`src/rtl/mpb_rr_arb_pkg.sv`:
```
// Shared definitions for the MPB round-robin arbiter: FSM state encoding,
// grant-index width helper and stall counter width.
package mpb_rr_arb_pkg;

    typedef logic [1:0] arb_state_t;

    localparam arb_state_t StIdle   = 2'd0;
    localparam arb_state_t StBusy   = 2'd1;
    localparam arb_state_t StLocked = 2'd2;

    // Width of the stall counter used when the timeout feature is compiled in.
    localparam int unsigned TimeoutCntW = 16;

    // Grant index width; never narrower than one bit.
    function automatic int unsigned gnt_w(input int unsigned n);
        return (n > 1) ? $clog2(n) : 1;
    endfunction

endpackage

```
`src/rtl/mpb_rr_pick.sv`:
```
// Combinational round-robin picker. Returns the first asserted request at or
// after last+1 in circular order, using a double-width request vector so the
// wrap-around needs no separate priority path.
module mpb_rr_pick
    import mpb_rr_arb_pkg::*;
#(
    parameter int unsigned NUM_MAINS = 4,
    parameter int unsigned GW        = gnt_w(NUM_MAINS)
) (
    input  logic [NUM_MAINS-1:0] req,
    input  logic [GW-1:0]        last,
    output logic                 any,
    output logic [GW-1:0]        idx
);

    logic [2*NUM_MAINS-1:0] req_dbl;
    logic [2*NUM_MAINS-1:0] req_masked;

    // Lower copy keeps only mains after 'last'; upper copy supplies the wrap.
    always_comb begin
        req_dbl    = {req, req};
        req_masked = '0;
        for (int i = 0; i < 2 * NUM_MAINS; i++) begin
            req_masked[i] = req_dbl[i] && (i > int'(last));
        end
    end

    // Lowest set bit of the masked vector wins; fold it back to a main index.
    always_comb begin
        idx = '0;
        for (int i = 2 * NUM_MAINS - 1; i >= 0; i--) begin
            if (req_masked[i]) begin
                idx = GW'(i % NUM_MAINS);
            end
        end
    end

    assign any = |req;

endmodule

```
`src/rtl/mpb_rr_arb.sv`:
```
// N-main to 1-secondary round-robin arbiter for the Matrix Peripheral Bus.
// Optional stall timeout is compiled in with `define MPB_RR_ARB_TIMEOUT_EN,
// which also adds the timeout_err output.
module mpb_rr_arb
    import mpb_rr_arb_pkg::*;
#(
    parameter int unsigned NUM_MAINS      = 4,
    parameter int unsigned DATA_WIDTH     = 32,
    parameter int unsigned ADDR_WIDTH     = 32,
    parameter int unsigned TIMEOUT_CYCLES = 256
) (
    input  logic                             clk,
    input  logic                             reset,
    input  logic [NUM_MAINS-1:0]             m_vld,
    input  logic [NUM_MAINS-1:0]             m_lock,
    input  logic [NUM_MAINS-1:0]             m_wr,
    input  logic [NUM_MAINS*ADDR_WIDTH-1:0]  m_addr,
    input  logic [NUM_MAINS*DATA_WIDTH-1:0]  m_wdata,
    output logic [NUM_MAINS-1:0]             m_rdy,
    output logic [DATA_WIDTH-1:0]            m_rdata,
    output logic                             s_vld,
    output logic                             s_wr,
    output logic [ADDR_WIDTH-1:0]            s_addr,
    output logic [DATA_WIDTH-1:0]            s_wdata,
    input  logic                             s_rdy,
    input  logic [DATA_WIDTH-1:0]            s_rdata,
    output logic [gnt_w(NUM_MAINS)-1:0]      gnt_id,
    output logic                             busy
`ifdef MPB_RR_ARB_TIMEOUT_EN
    ,
    output logic                             timeout_err
`endif
);

    localparam int unsigned GW = gnt_w(NUM_MAINS);

    if (NUM_MAINS < 2 || NUM_MAINS > 16) begin : g_bad_num_mains
        $error("mpb_rr_arb: NUM_MAINS must be in 2..16");
    end
    if (TIMEOUT_CYCLES < 1 || TIMEOUT_CYCLES > 65535) begin : g_bad_timeout
        $error("mpb_rr_arb: TIMEOUT_CYCLES must be in 1..65535");
    end

    arb_state_t      state_q, state_d;
    logic [GW-1:0]   gnt_q, gnt_d;
    logic [GW-1:0]   last_q, last_d;

    logic            pick_any;
    logic [GW-1:0]   pick_idx;

    logic            sel_vld;
    logic            sel_lock;
    logic            sel_wr;
    logic [ADDR_WIDTH-1:0] sel_addr;
    logic [DATA_WIDTH-1:0] sel_wdata;

    logic            timeout_hit;

    mpb_rr_pick #(
        .NUM_MAINS (NUM_MAINS),
        .GW        (GW)
    ) u_pick (
        .req  (m_vld),
        .last (last_q),
        .any  (pick_any),
        .idx  (pick_idx)
    );

    // Request mux driven by the registered grant, never by the picker.
    always_comb begin
        sel_vld   = m_vld[gnt_q];
        sel_lock  = m_lock[gnt_q];
        sel_wr    = m_wr[gnt_q];
        sel_addr  = m_addr[gnt_q*ADDR_WIDTH +: ADDR_WIDTH];
        sel_wdata = m_wdata[gnt_q*DATA_WIDTH +: DATA_WIDTH];
    end

`ifdef MPB_RR_ARB_TIMEOUT_EN
    logic [TimeoutCntW-1:0] stall_q, stall_d;

    assign timeout_hit = (state_q == StBusy) && (stall_q == TimeoutCntW'(TIMEOUT_CYCLES));
    assign timeout_err = timeout_hit;

    // Stall counter: held at zero outside BUSY, so it is clear on every BUSY entry.
    always_comb begin
        stall_d = stall_q;
        if (state_q != StBusy) begin
            stall_d = '0;
        end else if (sel_vld && !s_rdy && !timeout_hit) begin
            stall_d = stall_q + 1'b1;
        end
    end

    // Stall counter register.
    always_ff @(posedge clk) begin
        if (reset) begin
            stall_q <= '0;
        end else begin
            stall_q <= stall_d;
        end
    end
`else
    assign timeout_hit = 1'b0;
`endif

    // Next-state, grant and last-grant update.
    always_comb begin
        state_d = state_q;
        gnt_d   = gnt_q;
        last_d  = last_q;
        case (state_q)
            StIdle: begin
                if (pick_any) begin
                    gnt_d   = pick_idx;
                    state_d = StBusy;
                end
            end
            StBusy: begin
                if (timeout_hit) begin
                    // Forced completion ignores the lock request.
                    last_d  = gnt_q;
                    state_d = StIdle;
                end else if (sel_vld && s_rdy) begin
                    last_d  = gnt_q;
                    state_d = sel_lock ? StLocked : StIdle;
                end
            end
            StLocked: begin
                // A new request from the owner wins over a lock release.
                if (sel_vld) begin
                    state_d = StBusy;
                end else if (!sel_lock) begin
                    state_d = StIdle;
                end
            end
            default: begin
                state_d = StIdle;
            end
        endcase
    end

    // FSM and grant registers.
    always_ff @(posedge clk) begin
        if (reset) begin
            state_q <= StIdle;
            gnt_q   <= '0;
            last_q  <= GW'(NUM_MAINS - 1);
        end else begin
            state_q <= state_d;
            gnt_q   <= gnt_d;
            last_q  <= last_d;
        end
    end

    // Secondary request and main response steering; everything idles at zero.
    always_comb begin
        s_vld   = 1'b0;
        s_wr    = 1'b0;
        s_addr  = '0;
        s_wdata = '0;
        m_rdy   = '0;
        m_rdata = '0;
        if (state_q == StBusy) begin
            if (timeout_hit) begin
                m_rdy[gnt_q] = 1'b1;
                m_rdata      = '1;
            end else begin
                s_vld        = sel_vld;
                s_wr         = sel_wr;
                s_addr       = sel_addr;
                s_wdata      = sel_wdata;
                m_rdy[gnt_q] = s_rdy;
                if (s_rdy) begin
                    m_rdata = s_rdata;
                end
            end
        end
    end

    assign gnt_id = gnt_q;
    assign busy   = (state_q != StIdle);

endmodule
```
`config.mk`:
```
export PLATFORM = sky130hd
export DESIGN_NAME = mpb_rr_arb
export DESIGN_NICKNAME = d
export VERILOG_FILES = /design/src/rtl/mpb_rr_arb_pkg.sv /design/src/rtl/mpb_rr_pick.sv /design/src/rtl/mpb_rr_arb.sv
export SDC_FILE = /design/constraint.sdc
export NUM_CORES = 1
export LEC_CHECK = 0
export ABC_CLOCK_PERIOD_IN_PS = 2850
export CORE_AREA = 2 2 158 160
export CTS_BUF_LIST = sky130_fd_sc_hd__clkbuf_4
export CTS_CLUSTER_DIAMETER = 120
export CTS_CLUSTER_SIZE = 12
export DETAILED_ROUTE_END_ITERATION = 16
export DIE_AREA = 0 0 160 162
export PLACE_DENSITY = 0.47
export REMOVE_ABC_BUFFERS = 1
export SLEW_MARGIN = 10
export SYNTH_ARGS = -nofsm -noshare
export SYNTH_HDL_FRONTEND = slang
export SYNTH_SLANG_ARGS = --single-unit
```
`constraint.sdc`:
```
create_clock -name clk -period 2.85 [get_ports clk]
set_input_delay 0.285 -clock clk [delete_from_list [all_inputs] [get_ports clk]]
set_output_delay 0.285 -clock clk [all_outputs]
set_load 0.1 [all_outputs]
```
==> results of run 1 <==
## per-stage QoR
step	cells	instance area [um2]	utilization	setup WS (ps)	hold slack [ps]
after floorplan	211	2520	-	-3210	357
after global placement	950	8050	0.334	622	529
after detailed placement	950	8050	0.334	592	544
after CTS	954	8080	0.335	313	555
after global routing	954	8080	0.335	206	623
final	954	8080	0.335	368	571
## state kept, by name, summed over array words and instances (netlist names)
signal,flops
gnt_id,2
last_q,2
state_q,2
## cell usage after synthesis (all sizes together)
cell type	n	share of area
o21a	1	0.0028
mux2	1	0.0042
nand2b	2	0.0046
nor3b	2	0.0056
a311oi	2	0.0065
clkbuf	14	0.019
inv	1	0.0014
mux4	67	0.56
or4	1	0.0028
dfxtp	6	0.044
and4	1	0.0032
and2	66	0.15
a21oi	4	0.0074
nor3	2	0.0037
o21bai	1	0.0028
nand3b	2	0.0056
nor2	2	0.0028
nand4	1	0.0023
nor4	1	0.0023
nor4b	1	0.0032
o21ai	2	0.0037
nor2b	4	0.0093
mux2i	3	0.011
nand3	1	0.0019
a2bb2oi	1	0.0032
o221a	1	0.0042
o32ai	1	0.0032
buf	17	0.047
a21boi	1	0.0028
and3	33	0.076
## how the worst max path moves through the flow
stage / from / to / slack [ps] / depth (start not counted)
2_1_floorplan: gnt_id[0] / m_rdy[1] / -3210 / 1
3_3_place_gp: gnt_id[0] / s_wdata[18] / 620 / 4
3_5_place_dp: gnt_id[0] / s_wdata[28] / 590 / 4
4_1_cts: gnt_id[0] / s_wdata[28] / 310 / 4
5_1_grt: gnt_id[0] / s_wdata[29] / 210 / 4
6_report: gnt_id[0] / s_wdata[18] / 370 / 4
## power by group
group	total, W	internal [W]	leakage [nW]	switching (W)
clock	0.0000975	0.0000628	0.0184	0.0000347
sequential	0.000142	0.0000917	0.0507	0.0000506
combinational	0.00265	0.00118	2.92	0.00147
total	0.00289	0.00134	2.99	0.00155
## worst max-delay path, stage by stage (launching register included)
cell and delay, ps:
dfxtp_4 730, buf_4 290, mux4_2 530, and2_1 210
buf_12 170
## final cells by class
type / instances / area share
multi-input combinational: 204 / 0.297
tap: 324 / 0.0502
inverter: 1 / 0.000465
timing repair buffer: 415 / 0.632
clock buffer: 4 / 0.00372
sequential: 6 / 0.0158
## layout by cell type, fill, tap and decap left out, drive strengths merged, types with 3 or more instances in the layout
master,count
dfxtp,6
mux2i,3
nor2b,4
and2,66
a21oi,4
buf,113
clkbuf,4
and3,33
mux4,67
clkdlybuf4s50,302
## logic make-up after synthesis
group,after synthesis,share of synthesized area
buf+inv,32,0.0681
compound gates,14,0.0366
simple gates,119,0.277
mux,71,0.574
flops,6,0.0445
## layer usage
layer  vias to the layer above  global-route usage
met5                         -                   0
met4                         2              0.0135
met3                        14              0.0345
met2                       202               0.267
met1                      1911               0.174
li1                       1754                   -
==> results.sh, run 1 <==
export IMPL_clkLatencyLatePin_ps=250
export IMPL_powerDensity_nw_per_um2=358
export IMPL_top_layer="met5"
export IMPL_critPathMaxFanout=28
export IMPL_worstSetupPathType="flip-flop to primary output"
export IMPL_synth_seq_area_share=0.0445
export IMPL_worstReg2RegStart="gnt_id[1]"
export IMPL_yosysWarnings=0
export IMPL_antenna_left=0
export IMPL_finalMaxSlewViolations=0
export IMPL_clk_path_buf_depth=2
export IMPL_r2r_end="last_q[1]"
export IMPL_hold_class="flip-flop to flip-flop"
export IMPL_ys_types=32
export IMPL_layout_nets=934
export IMPL_die_height_um=162
export IMPL_clock_sinks=6
export IMPL_start_kind="flip-flop"
export IMPL_io_pins=408
export IMPL_grt_pass1_vias=4206
export IMPL_gp_congestion=0.895
export IMPL_met3_length_mm=1.52
export IMPL_post_cts_setup_buffers=0
export IMPL_start_util=0.112
export IMPL_finalClockSkew_ps=2.26
export IMPL_antenna_cells=0
export IMPL_hold_viol_final=0
export IMPL_reg2reg_depth=3
export IMPL_total_power_w=0.00289
export IMPL_track_usage=0.144
export IMPL_hpwlAfterDp_mm=16.8
export IMPL_area_delta_synth_final_pct=199
export IMPL_worst_endpoint_arrival_ps=2200
export IMPL_ys_seq_elements=6
export IMPL_drc=0
export IMPL_rows=57
export IMPL_vias_per_cell=4.07
export IMPL_drt_iter0_markers=155
export IMPL_p_leak_nw=2.99
export IMPL_clockRootBuffer="clkbuf_4"
export IMPL_critPathCaptureType="primary output"
export IMPL_outcome="finished, final reports clean"
export IMPL_hold_path_depth=2
export IMPL_post_route_min_period_ps=2480
export IMPL_drt_met1_wl_mm=7.72
export IMPL_grt_max_degree=94
export IMPL_dieArea_um2=25900
export IMPL_drive_gt1_frac=0.300
export IMPL_wirelength_mm=19.9
export IMPL_worstHoldEndpoint="last_q[0]"
export IMPL_h_tree_depth=1
export IMPL_syn_avg_cell_area_um2=11.2
export IMPL_finalSetupViolCount=0
export IMPL_tightestPinTransition_ps=587
export IMPL_grt_pass1_wl_mm=28.5
export IMPL_drv_cap=0
export IMPL_final_setup_tns_ps=0
export IMPL_ctsHoldBuffers=0
export IMPL_vias=3883
export IMPL_routedWlPerCell_um=20.8
export IMPL_clk_pin_slew_ps=50
export IMPL_dr_wl_met2_mm=10.5
export IMPL_postSynthCellCount=242
export IMPL_multiInputGateArea_um2=2400
export IMPL_slew_headroom=0.609
export IMPL_nFillCells=2424
export IMPL_period_share=0.871
export IMPL_worst_r2r_setup_slack_ps=1030
export IMPL_detailedRoute_firstPassIterationCount=4
export IMPL_hold_path_startpoint="last_q[0]"
export IMPL_die_width_um=160
export IMPL_cp_required_ps=2570
export IMPL_layout_area_seq_um2=128
export IMPL_fp_coreArea_um2=24100
export IMPL_max_freq_mhz=403
export IMPL_cts_resized=0
export IMPL_netlist_area_um2=2700
export IMPL_rsz0062_at_grt="no"
export IMPL_ir_drop_mv=0.221
export IMPL_cts_tree="done"
export IMPL_port_buffers=407
export IMPL_cts_buffers=3
export IMPL_grt_ovfl_total=0
export IMPL_antenna_found_initial=2
No activity file was read; power rests on OpenSTA's default activity.
==> inputs of run 2 (changes only) <==
--- a/config.mk
+++ b/config.mk
@@ -6,6 +6,7 @@
 export NUM_CORES = 1
 export LEC_CHECK = 0
 export ABC_CLOCK_PERIOD_IN_PS = 2850
+export CAP_MARGIN = 10
 export CORE_AREA = 2 2 158 160
 export CTS_BUF_LIST = sky130_fd_sc_hd__clkbuf_4
 export CTS_CLUSTER_DIAMETER = 120
==> results of run 2 <==
No change in the layout: final DEF, timing and power equal those of run 1.
==> inputs of run 3 (changes only) <==
--- a/config.mk
+++ b/config.mk
@@ -7,15 +7,17 @@
 export LEC_CHECK = 0
 export ABC_CLOCK_PERIOD_IN_PS = 2850
 export CAP_MARGIN = 10
-export CORE_AREA = 2 2 158 160
+export CORE_AREA = 2 2 161 163
 export CTS_BUF_LIST = sky130_fd_sc_hd__clkbuf_4
 export CTS_CLUSTER_DIAMETER = 120
 export CTS_CLUSTER_SIZE = 12
 export DETAILED_ROUTE_END_ITERATION = 16
-export DIE_AREA = 0 0 160 162
-export PLACE_DENSITY = 0.47
+export DIE_AREA = 0 0 163 165
+export HOLD_SLACK_MARGIN = 0.08
+export PLACE_DENSITY = 0.46
 export REMOVE_ABC_BUFFERS = 1
 export SLEW_MARGIN = 10
 export SYNTH_ARGS = -nofsm -noshare
 export SYNTH_HDL_FRONTEND = slang
+export SYNTH_HIERARCHICAL = 1
 export SYNTH_SLANG_ARGS = --single-unit
==> results.sh, run 3 <==
export IMPL_worst_path_buf_inv=2
export IMPL_area_delta_synth_final_pct=209
export IMPL_postSynthCellCount=246
export IMPL_hpwlAfterDp_mm=16.8
export IMPL_netlist_area_um2=2650
export IMPL_crit_chain="buf_12 -> mux4_2 -> and2_1 -> buf_12"
export IMPL_drv_cap=0
export IMPL_synthArstFlopShare=0
export IMPL_worstSetupPathType="flip-flop to primary output"
export IMPL_post_cts_setup_buffers=0
export IMPL_holdWs_ps=571
export IMPL_gp_congestion=0.905
export IMPL_synth_edff_count=0
export IMPL_final_cells=967
export IMPL_syn_avg_cell_area_um2=10.8
export IMPL_ir_drop_mv=0.179
export IMPL_finalClockSkew_ps=3.18
export IMPL_period_share=0.845
export IMPL_vias_per_cell=3.97
export IMPL_critical_path_slowest_cell="dfxtp_4"
export IMPL_synth_area_leaders="mux4_2 (57%), and2_1 (16%), and3_1 (7.8%)"
export IMPL_ys_types=25
export IMPL_rows=58
export IMPL_hold_class="flip-flop to flip-flop"
export IMPL_drt_iter0_markers=123
export IMPL_cp_required_ps=2570
export IMPL_max_freq_mhz=415
export IMPL_dieArea_um2=26900
export IMPL_synth_area_leader_cell="mux4_2"
export IMPL_detailedRoute_firstPassIterationCount=5
export IMPL_start_kind="flip-flop"
export IMPL_routedWlPerCell_um=19.9
export IMPL_tightestPinTransition_ps=742
export IMPL_die_height_um=165
export IMPL_drc=0
export IMPL_clkLatencyLatePin_ps=250
export IMPL_antenna_left=0
export IMPL_netlist_area_leader_share=0.570
export IMPL_ys_seq_elements=6
export IMPL_clockRootBuffer="clkbuf_4"
export IMPL_finalMaxSlewViolations=0
export IMPL_rsz0062_at_grt="no"
export IMPL_wirelength_mm=19.2
export IMPL_clk_path_buf_depth=2
export IMPL_powerDensity_nw_per_um2=358
export IMPL_io_pins=408
export IMPL_grt_ovfl_total=0
export IMPL_critPathCaptureType="primary output"
export IMPL_finalSetupViolCount=0
export IMPL_outcome="finished, final reports clean"
export IMPL_final_setup_tns_ps=0
export IMPL_yosysMostFrequentCell="mux4_2"
export IMPL_critPathMaxFanout=27
export IMPL_yosysWarnings=6
export IMPL_globalRouteMet2Util=0.249
export IMPL_clock_sinks=6
export IMPL_cpLargestDelayFamily="flip-flops"
export IMPL_start_util=0.106
export IMPL_die_width_um=163
export IMPL_crit_top_cell="buf_12"
export IMPL_antenna_found_initial=0
export IMPL_dpl_cell_count=963
export IMPL_nFillCells=2523
export IMPL_use_met1=0.146
export IMPL_p_leak_nw=3.04
export IMPL_ctsHoldBuffers=0
export IMPL_top_usage_layer="met2"
export IMPL_grt_pass1_vias=4031
export IMPL_clk_pin_slew_ps=50
export IMPL_slowest_delay_ps=700
export IMPL_fp_coreArea_um2=25000
export IMPL_final_util=0.327
export IMPL_slew_headroom=0.505
export IMPL_synth_seq_area_share=0.0454
export IMPL_grt_max_degree=65
export IMPL_port_buffers=407
export IMPL_h_tree_depth=1
export IMPL_cts_tree="done"
export IMPL_worst_endpoint_arrival_ps=2120
export IMPL_track_usage=0.130
export IMPL_vias=3838
export IMPL_layout_common_cells="clkdlybuf4s50_1 (302), buf_12 (105), mux4_2 (67)"
export IMPL_antenna_cells=0
export IMPL_post_route_min_period_ps=2410
export IMPL_synth_ff_type="dfxtp_1"
export IMPL_layout_nets=941
export IMPL_hold_viol_final=0
export IMPL_met3_usage=0.0379
export IMPL_cts_resized=0
export IMPL_synth_common_cells="mux4_2 (67), and2_1 (66), and3_1 (33), clkbuf_1 (21)"
export IMPL_drive_gt1_frac=0.303
export IMPL_cts_buffers=3
export IMPL_grt_pass1_wl_mm=26.4
export IMPL_layout_commonest_cell="clkdlybuf4s50_1"
run 3: final cells by class:
type / count / area (um2) / share of cell area
clock buffer: 4 / 30.0 / 0.00367
inverter: 2 / 7.51 / 0.000917
multi-input combinational: 206 / 2390 / 0.292
sequential: 6 / 128 / 0.0156
tap: 330 / 413 / 0.0505
timing repair buffer: 419 / 5220 / 0.637
run 3: per-stage QoR:
| step | total power, W | area, um2 | worst slack, ps |
|---|---|---|---|
| floorplan | 0.00164 | 2510 | -3210 |
| global placement | 0.00283 | 8150 | 672 |
| detailed placement | 0.00285 | 8150 | 631 |
| CTS | 0.00295 | 8180 | 357 |
| global route | 0.00303 | 8180 | 295 |
| finish | 0.00293 | 8180 | 441 |
run 3: kinds of logic (layout without fill, tap and decap cells):
logic type             count (synthesis)  count (layout)  synth area share
AND/OR/NAND/NOR                      124             124             0.285
multiplexers                          72              72             0.589
buffers and inverters                 34             425            0.0548
AO/OA/AOI/OAI                         10              10            0.0265
flip-flops                             6               6            0.0454
run 3: worst register-to-register path, cell delays in order, from the launching register on:
cell	delay, ps
dfxtp_4	700
mux4_2	660
nand4b_1	220
a221oi_1	270
run 3: worst paths after layout:
| check | from | end | slack, ps | depth (start not counted) |
|---|---|---|---|---|
| setup / recovery | gnt_id[0] | s_wdata[1] | 440 | 4 |
| hold / removal | state_q[1] | state_q[0] | 570 | 1 |
| hold reg to reg | state_q[1] | state_q[0] | 570 | 1 |
| setup reg to reg | gnt_id[0] | state_q[1] | 920 | 3 |
run 3: power by group:
| part | internal (W) | total, W | leakage [nW] | switching (W) |
|---|---|---|---|---|
| sequential | 0.0000920 | 0.000146 | 0.0508 | 0.0000542 |
| clock | 0.0000629 | 0.0000990 | 0.0184 | 0.0000361 |
| combinational | 0.00120 | 0.00268 | 2.97 | 0.00148 |
run 3: per-layer routing:
layer / wire, um / share of wire
met1: 6820 / 0.35
met2: 10300 / 0.54
met3: 1890 / 0.098
met4: 170 / 0.0088
met5: 0 / 0
